$ cat src/rtl/msf_encoder.sv
// MSF time-code transmit encoder: turns one buffered (A,B) pair or minute marker per second
// into a per-tick carrier-off/on sample stream. Optional noise injection via MSF_ENC_NOISE_EN.
module msf_encoder #(
    parameter int SAMPLES_PER_SEC = 100
) (
    input  logic       clk_i,
    input  logic       rst_i,
    input  logic       tick_i,
    input  logic       bits_valid_i,
    output logic       bits_ready_o,
    input  logic       bits_is_second_00_i,
    input  logic [1:0] bits_data_i,
`ifdef MSF_ENC_NOISE_EN
    input  logic       noise_en_i,
`endif
    output logic       sample_valid_o,
    output logic       sample_data_o,
    output logic       underrun_o,
    output logic       state_o
);

    // Handshake: a pair transfers on any clock edge where bits_valid_i && bits_ready_o;
    // bits_ready_o comes straight from the hold-full register and never depends on inputs.

    localparam int SLOT  = SAMPLES_PER_SEC / 10;
    localparam int SUB_W = (SLOT > 1) ? $clog2(SLOT) : 1;

    typedef enum logic {
        ST_IDLE = 1'b0,
        ST_RUN  = 1'b1
    } state_t;

    typedef enum logic [1:0] {
        SEC_IDLE   = 2'd0,
        SEC_NORMAL = 2'd1,
        SEC_S00    = 2'd2
    } sec_t;

    state_t           r_state;
    state_t           w_state_nxt;
    logic             w_underrun_nxt;

    logic             r_hold_full;
    logic             r_hold_s00;
    logic [1:0]       r_hold_data;

    sec_t             r_act_kind;
    logic [1:0]       r_act_data;

    logic [SUB_W-1:0] r_sub_cnt;
    logic [3:0]       r_slot_cnt;

    logic             r_sample_valid;
    logic             r_sample_data;
    logic             r_underrun;

    logic             w_boundary;
    logic             w_load;
    logic             w_xfer;
    logic             w_sub_wrap;
    sec_t             w_cur_kind;
    logic [1:0]       w_cur_data;
    logic             w_pattern_bit;
    logic             w_noise_flip;

    assign w_boundary = tick_i && (r_slot_cnt == 4'd0) && (r_sub_cnt == '0);
    assign w_load     = w_boundary && r_hold_full;
    assign w_xfer     = bits_valid_i && !r_hold_full;
    assign w_sub_wrap = (r_sub_cnt == SUB_W'(SLOT - 1));

    // At a boundary the sample for slot 0 already belongs to the second being started.
    always_comb begin
        w_cur_kind = r_act_kind;
        w_cur_data = r_act_data;
        if (w_boundary) begin
            if (r_hold_full) begin
                w_cur_kind = r_hold_s00 ? SEC_S00 : SEC_NORMAL;
                w_cur_data = r_hold_data;
            end else begin
                w_cur_kind = SEC_IDLE;
                w_cur_data = 2'b00;
            end
        end
    end

    always_comb begin
        w_pattern_bit = 1'b0;
        case (w_cur_kind)
            SEC_NORMAL: begin
                case (r_slot_cnt)
                    4'd0:    w_pattern_bit = 1'b1;
                    4'd1:    w_pattern_bit = w_cur_data[1];
                    4'd2:    w_pattern_bit = w_cur_data[0];
                    default: w_pattern_bit = 1'b0;
                endcase
            end
            SEC_S00:  w_pattern_bit = (r_slot_cnt < 4'd5);
            default:  w_pattern_bit = 1'b0;
        endcase
    end

`ifdef MSF_ENC_NOISE_EN
    logic [15:0] r_lfsr;
    logic        w_lfsr_fb;

    assign w_lfsr_fb    = r_lfsr[15] ^ r_lfsr[13] ^ r_lfsr[12] ^ r_lfsr[10];
    assign w_noise_flip = noise_en_i && (r_lfsr[7:0] == 8'h00);

    always_ff @(posedge clk_i) begin
        if (rst_i) begin
            r_lfsr <= 16'hACE1;
        end else if (tick_i) begin
            r_lfsr <= {r_lfsr[14:0], w_lfsr_fb};
        end
    end
`else
    assign w_noise_flip = 1'b0;
`endif

    always_comb begin
        w_state_nxt    = r_state;
        w_underrun_nxt = 1'b0;
        case (r_state)
            ST_IDLE: begin
                if (w_load) begin
                    w_state_nxt = ST_RUN;
                end
            end
            ST_RUN: begin
                if (w_boundary && !r_hold_full) begin
                    w_underrun_nxt = 1'b1;
                end
            end
            default: w_state_nxt = ST_IDLE;
        endcase
    end

    always_ff @(posedge clk_i) begin
        if (rst_i) begin
            r_state <= ST_IDLE;
        end else begin
            r_state <= w_state_nxt;
        end
    end

    // A transfer only happens into an empty hold, a load only empties a full one.
    always_ff @(posedge clk_i) begin
        if (rst_i) begin
            r_hold_full <= 1'b0;
            r_hold_s00  <= 1'b0;
            r_hold_data <= 2'b00;
        end else if (w_xfer) begin
            r_hold_full <= 1'b1;
            r_hold_s00  <= bits_is_second_00_i;
            r_hold_data <= bits_data_i;
        end else if (w_load) begin
            r_hold_full <= 1'b0;
        end
    end

    always_ff @(posedge clk_i) begin
        if (rst_i) begin
            r_act_kind <= SEC_IDLE;
            r_act_data <= 2'b00;
        end else if (w_boundary) begin
            r_act_kind <= w_cur_kind;
            r_act_data <= w_cur_data;
        end
    end

    always_ff @(posedge clk_i) begin
        if (rst_i) begin
            r_sub_cnt  <= '0;
            r_slot_cnt <= 4'd0;
        end else if (tick_i) begin
            if (w_sub_wrap) begin
                r_sub_cnt  <= '0;
                r_slot_cnt <= (r_slot_cnt == 4'd9) ? 4'd0 : r_slot_cnt + 4'd1;
            end else begin
                r_sub_cnt  <= r_sub_cnt + 1'b1;
            end
        end
    end

    always_ff @(posedge clk_i) begin
        if (rst_i) begin
            r_sample_valid <= 1'b0;
            r_sample_data  <= 1'b0;
            r_underrun     <= 1'b0;
        end else begin
            r_sample_valid <= tick_i;
            r_underrun     <= w_underrun_nxt;
            if (tick_i) begin
                r_sample_data <= w_pattern_bit ^ w_noise_flip;
            end
        end
    end

    assign bits_ready_o   = !r_hold_full;
    assign sample_valid_o = r_sample_valid;
    assign sample_data_o  = r_sample_data;
    assign underrun_o     = r_underrun;
    assign state_o        = r_state;

endmodule

$ cat config.mk
export PLATFORM = sky130hd
export DESIGN_NAME = msf_encoder
export DESIGN_NICKNAME = d
export VERILOG_FILES = /design/src/rtl/msf_encoder.sv
export SDC_FILE = /design/constraint.sdc
export NUM_CORES = 1
export LEC_CHECK = 0
export ABC_CLOCK_PERIOD_IN_PS = 2800
export CAP_MARGIN = 10
export CORE_ASPECT_RATIO = 1.25
export CORE_UTILIZATION = 52
export CTS_CLUSTER_DIAMETER = 200
export DETAILED_ROUTE_END_ITERATION = 6
export HOLD_SLACK_MARGIN = 0.03
export PLACE_DENSITY = 0.78
export REMOVE_ABC_BUFFERS = 1
export SYNTH_ARGS = -nofsm -noshare
export SYNTH_HDL_FRONTEND = slang
export SYNTH_SLANG_ARGS = --single-unit
$ cat constraint.sdc
create_clock -name clk_i -period 2.8 [get_ports clk_i]
set_input_delay 0.56 -clock clk_i [delete_from_list [all_inputs] [get_ports clk_i]]
set_output_delay 0.56 -clock clk_i [all_outputs]
set_load 0.03 [all_outputs]
Word-level counts from Yosys, hierarchy flattened. Index checks and enable logic that the tools add are counted.

Add/sub/neg operators: 2. $mul: 0. Div/mod/pow operators: 0. $lt $le $gt $ge: 1. Equality and inequality tests: 6. Shift operators: 0. Multiplexer cells: 14. Bitwise logic cells: 1. Reduce and logical (&&, ||, !) cells: 11.

Operators with widths (count): 2-bit two-way mux (5); 4-bit by 1-bit adder with 4-bit output (second input constant) (2); 4-bit == test (second input constant) (2); 4-bit zero test (2); 4-bit two-way mux (2); 1-bit logical AND (5); 1-bit two-way mux (5); 4-bit by 1-bit == test with 1-bit output (second input constant) (1); 4-bit by 2-bit == test with 1-bit output (second input constant) (1); 4-bit by 3-bit < comparator with 1-bit output (second input constant) (1); 1-bit case mux with 3 select lines (1); 2-bit by 1-bit == test with 1-bit output (second input constant) (1); 2-bit == test (second input constant) (1); 1-bit case mux with 2 select lines (1); 2-bit AND reduction (1); 2-bit nonzero test (1); 2-bit OR reduction (1); 1-bit zero test (1); 1-bit inverter (1).

Register bits: 20. Latch bits: 0. RAM bits: 0. Bits in read-only memories: 0. Input port bits: 7. Output and inout port bits: 5. Logic and storage cells: 46. Memories: 0.

Depth between registers and ports, before layout. Gate-level depths: netlist of run 1.

Word-level depth: 6. Mapped depth: 10. Mapped depth without buffers: 8.

Least setup slack after synthesis of run 1. Ideal clock, no wire load.

Path kind: input-to-reg. Start point: input tick_i. End point: register r_sample_data, in the netlist sample_data_o. Setup time: 0.133 ns. Arrival: 1.945 ns. Data required time: 2.667 ns. Path slack: 0.722 ns. Cell stages on the path: 9. Buffers on the path: 1. Cell sequence: nor4b_2 > and3_1 > buf_6 > mux2i_2 > inv_1 > ha_1 > nor2b_1 > a221oi_1 > nor3_1.

Cells in the longest elaborated chain, start to end: 5. Elaborated cells on any way between the ends: 8. Classes of those cells: eq/ne: 2; mux: 4; reduce/logical: 2.

Ends and longest elaborated chain: start, declared (line 8) `input logic tick_i,`; 1-bit logical AND * (2 in series) (line 66) `assign w_boundary = tick_i && (r_slot_cnt == 4'd0) && (r_sub_cnt == '0);`; 2-bit two-way mux * (line 75) `if (w_boundary) begin`; via w_cur_kind[0] (line 61) `sec_t w_cur_kind;`; 2-bit == test or 2-bit by 1-bit == test with 1-bit output (tied branches) (line 88) `case (w_cur_kind)`; 1-bit case mux with 2 select lines * (line 88); end signal, assigned (line 194) `r_sample_data <= w_pattern_bit ^ w_noise_flip;`; end, declared (line 54) `logic r_sample_data;`.

Mark *: on every way through the listed nets, which the timed path passes. The rest lies on a longest branch. A chain may end at the register's enable or synchronous reset.

Worst setup path in the final report of run 1. Same ends and word-level chain as after synthesis.

==> impl_metrics.json, run 1 <==
{
  "clk_pin_slew_ns": 0.11,
  "wl_met1_um": 724,
  "netlist.top_cell.by_area": "dfxtp_1",
  "grt_remaining_overflow": 0,
  "yosys.cell_count.top_type": "dfxtp_1",
  "dieArea_um2": 1930,
  "required_ns": 2.96,
  "tns_ns": 0,
  "grt_first_pass_wirelength_mm": 2.69,
  "placed_cells": 131,
  "ff2ff_setup_slack_ns": 0.72,
  "drt-initial-drc-count": 11,
  "nets": 127,
  "synthAdderAreaFrac_pct": 2.73,
  "worst_pin_slew_ns": 0.727,
  "netlist_area_um2": 916,
  "synth_cells": 104,
  "synth_xor_area_share_pct": 3.83,
  "ctsHoldBuffers": 0,
  "cts_resized": 0,
  "arrival_ns": 2.53,
  "initial_core_util_pct": 57.2,
  "top_layer_used": "met4",
  "dpl-instance-area_um2": 1040,
  "crit_fanout": 3,
  "hold_class": "reg -> reg",
  "synth_top_family_by_area": "simple AND/OR/NAND/NOR gates",
  "clk_latency_ns": 0.29,
  "wirelength_mm": 1.59,
  "peakVddDrop_mv": 0.441,
  "seqPwrFrac_pct": 50.0,
  "grt_pass1_vias": 653,
  "gp_congestion": 0.720,
  "power_uw": 609,
  "num_rows": 16,
  "synth_top_area_share_pct": 43.7,
  "ant_nets": 0,
  "synthFlopType": "dfxtp_1",
  "hold_viol_final": 0,
  "intPower_uw": 477,
  "synth_mux_area_share_pct": 7.38,
  "final_layout_size_suffix_gt1_share_pct": 10.3,
  "grt.total_usage_pct": 19.4,
  "drc_errors": 0,
  "post_cts_buffers": 0,
  "p_comb_share_pct": 12.2,
  "antenna_found_initial": 0,
  "maxCapViolations": 0,
  "critPathKind": "in -> reg",
  "p_leak_uw": 0.000454,
  "synthArstFlopShare_pct": 0,
  "via_per_inst": 5.47,
  "dp_hpwl_mm": 1.16,
  "switching_share_pct": 21.6,
  "post_drt_wl_per_cell_um": 11.8,
  "final_cells": 135,
  "port_buffers": 11,
  "seq_area_frac_synth_pct": 43.7,
  "period_share_pct": 84.5,
  "rsz0062_at_grt": "false",
  "relSlewSlack_pct": 51.4,
  "vias": 738,
  "design_area_um2": 1100,
  "fp.dieH_um": 48.9,
  "end_kind": "register",
  "cts_tree": "done",
  "cts.sinks": 20,
  "grt_max_degree": 21,
  "clk_path_buf_depth": 2,
  "cts_root_buf": "clkbuf_4",
  "synth_compound_area_share_pct": 9.02,
  "htreeDepth": 1,
  "status": "finished clean",
  "synth-seq-cells": 20,
  "met2_length_um": 793,
  "synth.avg_cell_area_um2": 8.81,
  "synthSimpleGateAreaFrac_pct": 28.7,
  "synth_edf_count": 0,
  "syn2layout_area_growth_pct": 19.7,
  "max_freq_mhz": 422,
  "synth_common_cells": "dfxtp_1 (20), nor2_1 (16), nor2b_1 (9)",
  "p_switching_uw": 132,
  "ys_warn_count": 0,
  "p_clk_share_pct": 37.8,
  "setup_ws_ns": 0.433,
  "cts_buffers": 3,
  "wl_met3_um": 60,
  "slew_viol_final": 0,
  "power_density_nw_per_um2": 555,
  "n_antenna_cell": 0,
  "synth_area_leaders": "dfxtp_1 (44%), nor2_1 (6.6%), nor2b_1 (6.1%), mux2i_1 (4.4%), a21oi_1 (3.3%)",
  "ioPinCount": 12,
  "synth_cell_types": 29,
  "setup_viol": 0,
  "dp_slack_ns": 0.155,
  "core_um2": 1600,
  "start_kind": "primary input",
  "final.min_clock_period_ns": 2.37,
  "firstDrtPassIters": 4,
  "fp.dieW_um": 39.5,
  "finClkSkew_ns": 0.00379
}
## per-stage QoR
stage	hold slack [ns]	util [%]
after floorplan	0.440	-
after global placement	0.456	65.2
after detailed placement	0.459	65.2
after CTS	0.484	68.4
after global routing	0.495	68.4
final	0.484	68.4
## worst paths after layout
path                                 endpoint           from  cells past startpoint
worst max register to register  sample_data_o   r_sub_cnt[1]                      8
worst max-delay path            sample_data_o         tick_i                      9
worst min-delay path            r_act_data[0]  r_act_data[0]                      2
worst min register to register  r_act_data[0]  r_act_data[0]                      2
## per-layer routing
metal / vias up / GRT usage, %
met1: 345 / 24.8
met5: - / 0
met4: 0 / 6.90
li1: 378 / -
met3: 2 / 4.11
met2: 13 / 31.1
## layout by cell type, fill, tap and decap left out, types with 4 or more instances in the layout
cell type	instances
clkdlybuf4s50_1	11
o21ai_0	4
inv_1	4
a21oi_1	6
dfxtp_1	20
mux2i_1	4
nand3_1	4
nor2b_1	9
nor2_1	16
## power groups by stage
stage / Clock, uW / Combinational, uW / Sequential, uW
6_report: 230 / 74.2 / 304
2_1_floorplan: 0 / 38.8 / 313
3_5_place_dp: 0 / 73.8 / 311
4_1_cts: 236 / 74.7 / 305
5_1_grt: 251 / 82.1 / 306
3_3_place_gp: 0 / 72.4 / 311
## cells by family after synthesis
| logic type | Yosys count |
|---|---|
| flops | 20 |
| compound gates | 14 |
| mux | 6 |
| buf+inv | 9 |
| xor+xnor | 4 |
| fa+ha+maj | 2 |
| simple gates | 49 |
## area by class of cell
cell class	count	area, um^2
clock buffers	3	22.5
clock inverters	1	30.0
fillers	150	505
inverters	4	15.0
multi-input cells	75	473
flip-flops and latches	20	400
well taps	18	22.5
repair buffers	14	133
## critical path: stages
cell and delay, ns:
clkdlybuf4s50_1 0.49, nor4b_2 0.19, and3_1 0.28, mux2i_2 0.26, inv_1 0.07, ha_1 0.19
nor2b_1 0.13, a221oi_1 0.28, nor3_1 0.08
## registers in the layout, summed over array words and instances, names as in the netlist, 2 cells and up
name         flops
r_act_data       2
r_act_kind       2
r_hold_data      2
r_slot_cnt       4
r_sub_cnt        4
Power figures use the tool's default switching activity.
==> run 2, diff against run 1 <==
--- a/config.mk
+++ b/config.mk
@@ -5,14 +5,14 @@
 export SDC_FILE = /design/constraint.sdc
 export NUM_CORES = 1
 export LEC_CHECK = 0
-export ABC_CLOCK_PERIOD_IN_PS = 2800
+export ABC_CLOCK_PERIOD_IN_PS = 2100
 export CAP_MARGIN = 10
 export CORE_ASPECT_RATIO = 1.25
-export CORE_UTILIZATION = 52
+export CORE_UTILIZATION = 47
 export CTS_CLUSTER_DIAMETER = 200
 export DETAILED_ROUTE_END_ITERATION = 6
 export HOLD_SLACK_MARGIN = 0.03
-export PLACE_DENSITY = 0.78
+export PLACE_DENSITY = 0.74
 export REMOVE_ABC_BUFFERS = 1
 export SYNTH_ARGS = -nofsm -noshare
 export SYNTH_HDL_FRONTEND = slang
==> constraint.sdc (replaced) <==
create_clock -name clk_i -period 2.1 [get_ports clk_i]
set_input_delay 0.42 -clock clk_i [delete_from_list [all_inputs] [get_ports clk_i]]
set_output_delay 0.42 -clock clk_i [all_outputs]
set_load 0.03 [all_outputs]
==> run 2 against run 1 <==
  * Non-clock buffer count increased by 8
  * Global-route usage shrank 0.65 points
  * Die area grew 10%
  * Clock skew barely moved
  * Flip-flop and latch count did not move
  * Hold slack lost 0.0074 ns
  * First-iteration DRC count decreased by 55%
  * Via count increased by 0.81%
  * Setup slack worse by 0.30 ns
  * Sequential share of layout area is 2.1 points lower
  * Cell area up 6.3%
  * Largest cell class unchanged
==> impl_metrics.json, run 2 (synthesized netlist as in run 1, its figures left out) <==
{
  "syn2layout_area_growth_pct": 27.2,
  "htreeDepth": 1,
  "reg2reg_depth": 8,
  "ioPinCount": 12,
  "min_to": "r_act_data[1]",
  "rsz0062_at_grt": "false",
  "ff2ff_setup_slack_ns": 0.13,
  "ctsHoldBuffers": 0,
  "maxCapViolations": 0,
  "via_per_inst": 5.17,
  "clk_path_buf_depth": 2,
  "fp.dieH_um": 51.4,
  "max_freq_mhz": 509,
  "final.min_clock_period_ns": 1.97,
  "worstPathCellList": "nor4b_4, and3_4, mux2i_2, inv_1, ha_1, nor2b_1, a221oi_1, nor3_1",
  "required_ns": 2.29,
  "power_density_nw_per_um2": 633,
  "switching_share_pct": 24.1,
  "slew_viol_final": 0,
  "status": "finished clean",
  "design_area_um2": 1160,
  "nets": 135,
  "grt_max_degree": 12,
  "worst_pin_slew_ns": 0.414,
  "period_share_pct": 93.6,
  "p_leak_uw": 0.000498,
  "final_common_cell": "dfxtp_1",
  "reg2reg_from": "r_slot_cnt[3]",
  "n_antenna_cell": 0,
  "end_kind": "register",
  "grt_pass1_vias": 751,
  "gp_congestion": 0.845,
  "slowest_delay_ns": 0.37,
  "finClkSkew_ns": 0.00426,
  "vias": 744,
  "dieArea_um2": 2130,
  "post_drt_wl_per_cell_um": 12.6,
  "ff_latch_area_um2": 402,
  "grt_first_pass_wirelength_mm": 3.06,
  "clk_latency_ns": 0.29,
  "arrival_ns": 2.15,
  "port_buffers": 11,
  "p_clk_share_pct": 29.5,
  "setup_viol": 0,
  "p_comb_share_pct": 15.3,
  "cts_root_buf": "clkbuf_4",
  "tns_ns": 0,
  "initial_core_util_pct": 50.7,
  "wirelength_mm": 1.81,
  "hold_ws_ns": 0.476,
  "antenna_found_initial": 0,
  "p_switching_uw": 178,
  "min_path_cells": 2,
  "seqPwrFrac_pct": 55.2,
  "final_cell_mix": "dfxtp_1 (19), nor2_1 (16), buf_4 (11)",
  "top_regs": "r_slot_cnt x4, r_sub_cnt x4",
  "grt.total_usage_pct": 18.8,
  "cts.sinks": 20,
  "firstDrtPassIters": 2,
  "start_kind": "register",
  "dpl-instance-area_um2": 1100,
  "hold_viol_final": 0,
  "peakVddDrop_mv": 0.390,
  "worstHoldStart": "r_act_data[1]",
  "critPathKind": "reg -> reg",
  "r2r-end": "sample_data_o",
  "drt-initial-drc-count": 5,
  "cts_buffers": 3,
  "cts_tree": "done",
  "fill_cells": 154,
  "crit_path_top_delay_cell": "dfxtp_2",
  "num_rows": 17,
  "multi_input_area_um2": 497,
  "clk_pin_slew_ns": 0.11,
  "hold_class": "reg -> reg",
  "relSlewSlack_pct": 72.3,
  "dp_hpwl_mm": 1.36,
  "final_layout_size_suffix_gt1_share_pct": 19.2,
  "grt_remaining_overflow": 0,
  "drc_errors": 0,
  "intPower_uw": 559,
  "crit_fanout": 5,
  "core_um2": 1810,
  "power_uw": 737,
  "fp.dieW_um": 41.5,
  "ant_nets": 0
}
==> run 2: metrics by stage <==
step | util (%) | instances | setup slack, ns
6_report | 64.4 | 144 | 0.135
5_1_grt | 64.4 | 144 | 0.0203
4_1_cts | 63.8 | 144 | 0.0969
3_5_place_dp | 60.7 | 139 | -0.408
3_3_place_gp | 60.7 | 139 | -0.290
2_1_floorplan | - | 99 | 0.0930
==> run 2: power by group through the flow <==
stage          combinational, uW  clock [uW]  sequential (uW)
6_report                     113         217              407
5_1_grt                      122         238              409
4_1_cts                      112         223              406
3_5_place_dp                 107           0              415
3_3_place_gp                 103           0              414
2_1_floorplan               51.8           0              417
==> run 2: repair_timing <==
action | in CTS | in global routing
hold endpoints to repair | 0 | 0
resized for setup | 4 | 3
endpoints found under the setup margin | 1 | 1
gates cloned | 0 | 0
pin swaps | 3 | 1
setup buffers | 1 | 0
==> run 2: area by class of cell <==
| type | count | area share, % |
|---|---|---|
| inverters | 4 | 1.29 |
| well taps | 19 | 2.04 |
| clock buffers | 4 | 3.11 |
| multi-input cells | 75 | 42.6 |
| repair buffers | 22 | 16.4 |
| flip-flops and latches | 20 | 34.5 |
==> run 2: how the worst max path moves through the flow <==
| stage | from | to | slack (ns) |
|---|---|---|---|
| 2_1_floorplan | tick_i | sample_data_o | 0.09 |
| 3_3_place_gp | tick_i | sample_data_o | -0.29 |
| 3_5_place_dp | tick_i | sample_data_o | -0.41 |
| 4_1_cts | r_slot_cnt[3] | sample_data_o | 0.1 |
| 5_1_grt | r_slot_cnt[3] | sample_data_o | 0.02 |
| 6_report | r_slot_cnt[3] | sample_data_o | 0.13 |
==> run 2: per-layer routing <==
layer / part of all wire, % / wire length [um] / track usage, % / vias to the layer above
met5: 0 / 0 / 0 / -
li1: - / - / - / 390
met2: 52 / 950 / 35.4 / 8
met1: 44 / 806 / 19.4 / 344
met3: 2.3 / 41 / 3.53 / 2
met4: 0.77 / 14 / 9.68 / 0
==> run 2: worst max-delay path, delay by kind of cell, from the launching register on <==
kind	cells	cell delay (ns)
flip-flops	1	0.37
buffers and inverters	1	0.07
AND/OR/NAND/NOR	4	0.70
AO/OA/AOI/OAI	1	0.29
adder cells (fa/ha/maj)	1	0.19
multiplexers	1	0.23
==> run 3, diff against run 2 <==
--- a/config.mk
+++ b/config.mk
@@ -11,8 +11,7 @@
 export CORE_UTILIZATION = 47
 export CTS_CLUSTER_DIAMETER = 200
 export DETAILED_ROUTE_END_ITERATION = 6
-export HOLD_SLACK_MARGIN = 0.03
-export PLACE_DENSITY = 0.74
+export PLACE_DENSITY = 0.78
 export REMOVE_ABC_BUFFERS = 1
 export SYNTH_ARGS = -nofsm -noshare
 export SYNTH_HDL_FRONTEND = slang
==> run 3 against run 2 <==
  * Core utilization decreased by 0.55 points
  * Power increased by 0.23%
  * Sequential share of layout area increased by 0.19 points
  * Setup slack got worse by 0.012 ns
  * Global-route usage decreased by 0.28 points
  * Combinational power about the same
  * Sequential power about the same
  * Cell area decreased by 0.86%
  * Cell count decreased by 1.4%
  * Register-to-register slack about the same
  * Flip-flop and latch count unchanged
==> impl_metrics.json, run 3 (synthesized netlist as in run 1, its figures left out) <==
{
  "status": "finished clean",
  "top_regs": "r_slot_cnt x4, r_sub_cnt x4",
  "post_drt_wl_per_cell_um": 12.0,
  "fin_util_pct": 63.9,
  "dieArea_um2": 2130,
  "initial_core_util_pct": 50.7,
  "tns_ns": 0,
  "drt-initial-drc-count": 16,
  "power_density_nw_per_um2": 640,
  "vias": 743,
  "crit_path_top_delay_cell": "dfxtp_1",
  "placed_cells": 138,
  "firstDrtPassIters": 4,
  "relSlewSlack_pct": 75.6,
  "finClkSkew_ns": 0.000501,
  "power_uw": 739,
  "cts_root_buf": "clkbuf_4",
  "p_leak_uw": 0.000484,
  "port_buffers": 11,
  "ioPinCount": 12,
  "crit_fanout": 5,
  "clk_pin_slew_ns": 0.11,
  "period_share_pct": 94.2,
  "arrival_ns": 2.15,
  "gp_congestion": 0.789,
  "grt.total_usage_pct": 18.5,
  "dp_slack_ns": -0.449,
  "required_ns": 2.28,
  "slowest_delay_ns": 0.37,
  "htreeDepth": 1,
  "final_common_cell": "dfxtp_1",
  "post_cts_buffers": 0,
  "grt_remaining_overflow": 0,
  "ctsHoldBuffers": 0,
  "grt_pass1_vias": 735,
  "dp_hpwl_mm": 1.35,
  "antenna_found_initial": 0,
  "fp.dieW_um": 41.5,
  "final.min_clock_period_ns": 1.98,
  "max_freq_mhz": 506,
  "num_rows": 17,
  "via_per_inst": 5.23,
  "final_cells": 142,
  "ant_nets": 0,
  "critPathKind": "reg -> reg",
  "final_cell_mix": "dfxtp_1 (20), nor2_1 (16), clkdlybuf4s50_1 (10)",
  "worst_pin_slew_ns": 0.365,
  "n_antenna_cell": 0,
  "hold_class": "reg -> reg",
  "grt_max_degree": 12,
  "setup_ws_ns": 0.122,
  "grt_first_pass_wirelength_mm": 3.19,
  "clk_path_buf_depth": 2,
  "core_um2": 1810,
  "syn2layout_area_growth_pct": 26.1,
  "end_kind": "register",
  "maxCapViolations": 0,
  "cts.sinks": 20,
  "hold_viol_final": 0,
  "cts_tree": "done",
  "fp.dieH_um": 51.4,
  "worstPathCellList": "nor4b_2, and3_4, mux2i_4, inv_1, ha_1, nor2b_1, a221oi_2, nor3_1",
  "drc_errors": 0,
  "peakVddDrop_mv": 0.568,
  "clk_latency_ns": 0.29,
  "setup_viol": 0,
  "wirelength_mm": 1.71,
  "cts_buffers": 3,
  "final_layout_size_suffix_gt1_share_pct": 17.9,
  "start_kind": "register",
  "slew_viol_final": 0,
  "nets": 133
}
run 3: cell count changes in the layout (fill, tap and decap cells not counted), sizes merged:
cell  before  now
buf       11    9
run 3: per-layer routing:
metal | vias up | part of all wire [%] | track usage (%)
met2 | 14 | 53 | 33.3
met1 | 343 | 44 | 23.4
li1 | 386 | - | -
met5 | - | 0 | 0
met3 | 0 | 3.3 | 3.18
met4 | 0 | 0 | 2.69
run 3: layout make-up:
cell class | instances | area (um^2)
fill | 159 | 653
multi-input combinational | 75 | 503
sequential | 20 | 400
timing repair buffer | 20 | 176
clock buffer | 4 | 36.3
tap | 19 | 23.8
inverter | 4 | 15.0
run 3: final timing paths:
check	start	end	slack, ns	cells past startpoint
min reg2reg	r_act_data[0]	r_act_data[0]	0.49	2
max	r_slot_cnt[3]	sample_data_o	0.12	8
max reg2reg	r_slot_cnt[3]	sample_data_o	0.12	8
min	r_act_data[0]	r_act_data[0]	0.49	2
run 3: worst max-delay path: cells and delay by family, from the launching register on:
family	cells	cell delay, ns
AND/OR/NAND/NOR	4	0.73
flip-flops	1	0.37
AO/OA/AOI/OAI	1	0.28
multiplexers	1	0.24
adder cells (fa/ha/maj)	1	0.18
buffers and inverters	1	0.06
run 3: where the power goes:
group          leakage (uW)  internal, uW  switching (uW)
sequential         0.000163           393            13.4
clock             0.0000210           105             114
combinational      0.000300          59.2            53.7
total              0.000484           558             181
run 3: repair_timing:
action	in CTS	in global routing
pin swaps	3	0
setup endpoints to repair	1	1
resized for setup	5	2
run 3: per-stage QoR:
step,area (um^2),hold slack (ns)
5_1_grt,1150,0.515
3_5_place_dp,1090,0.469
2_1_floorplan,888,0.440
6_report,1150,0.486
4_1_cts,1140,0.488
3_3_place_gp,1090,0.458
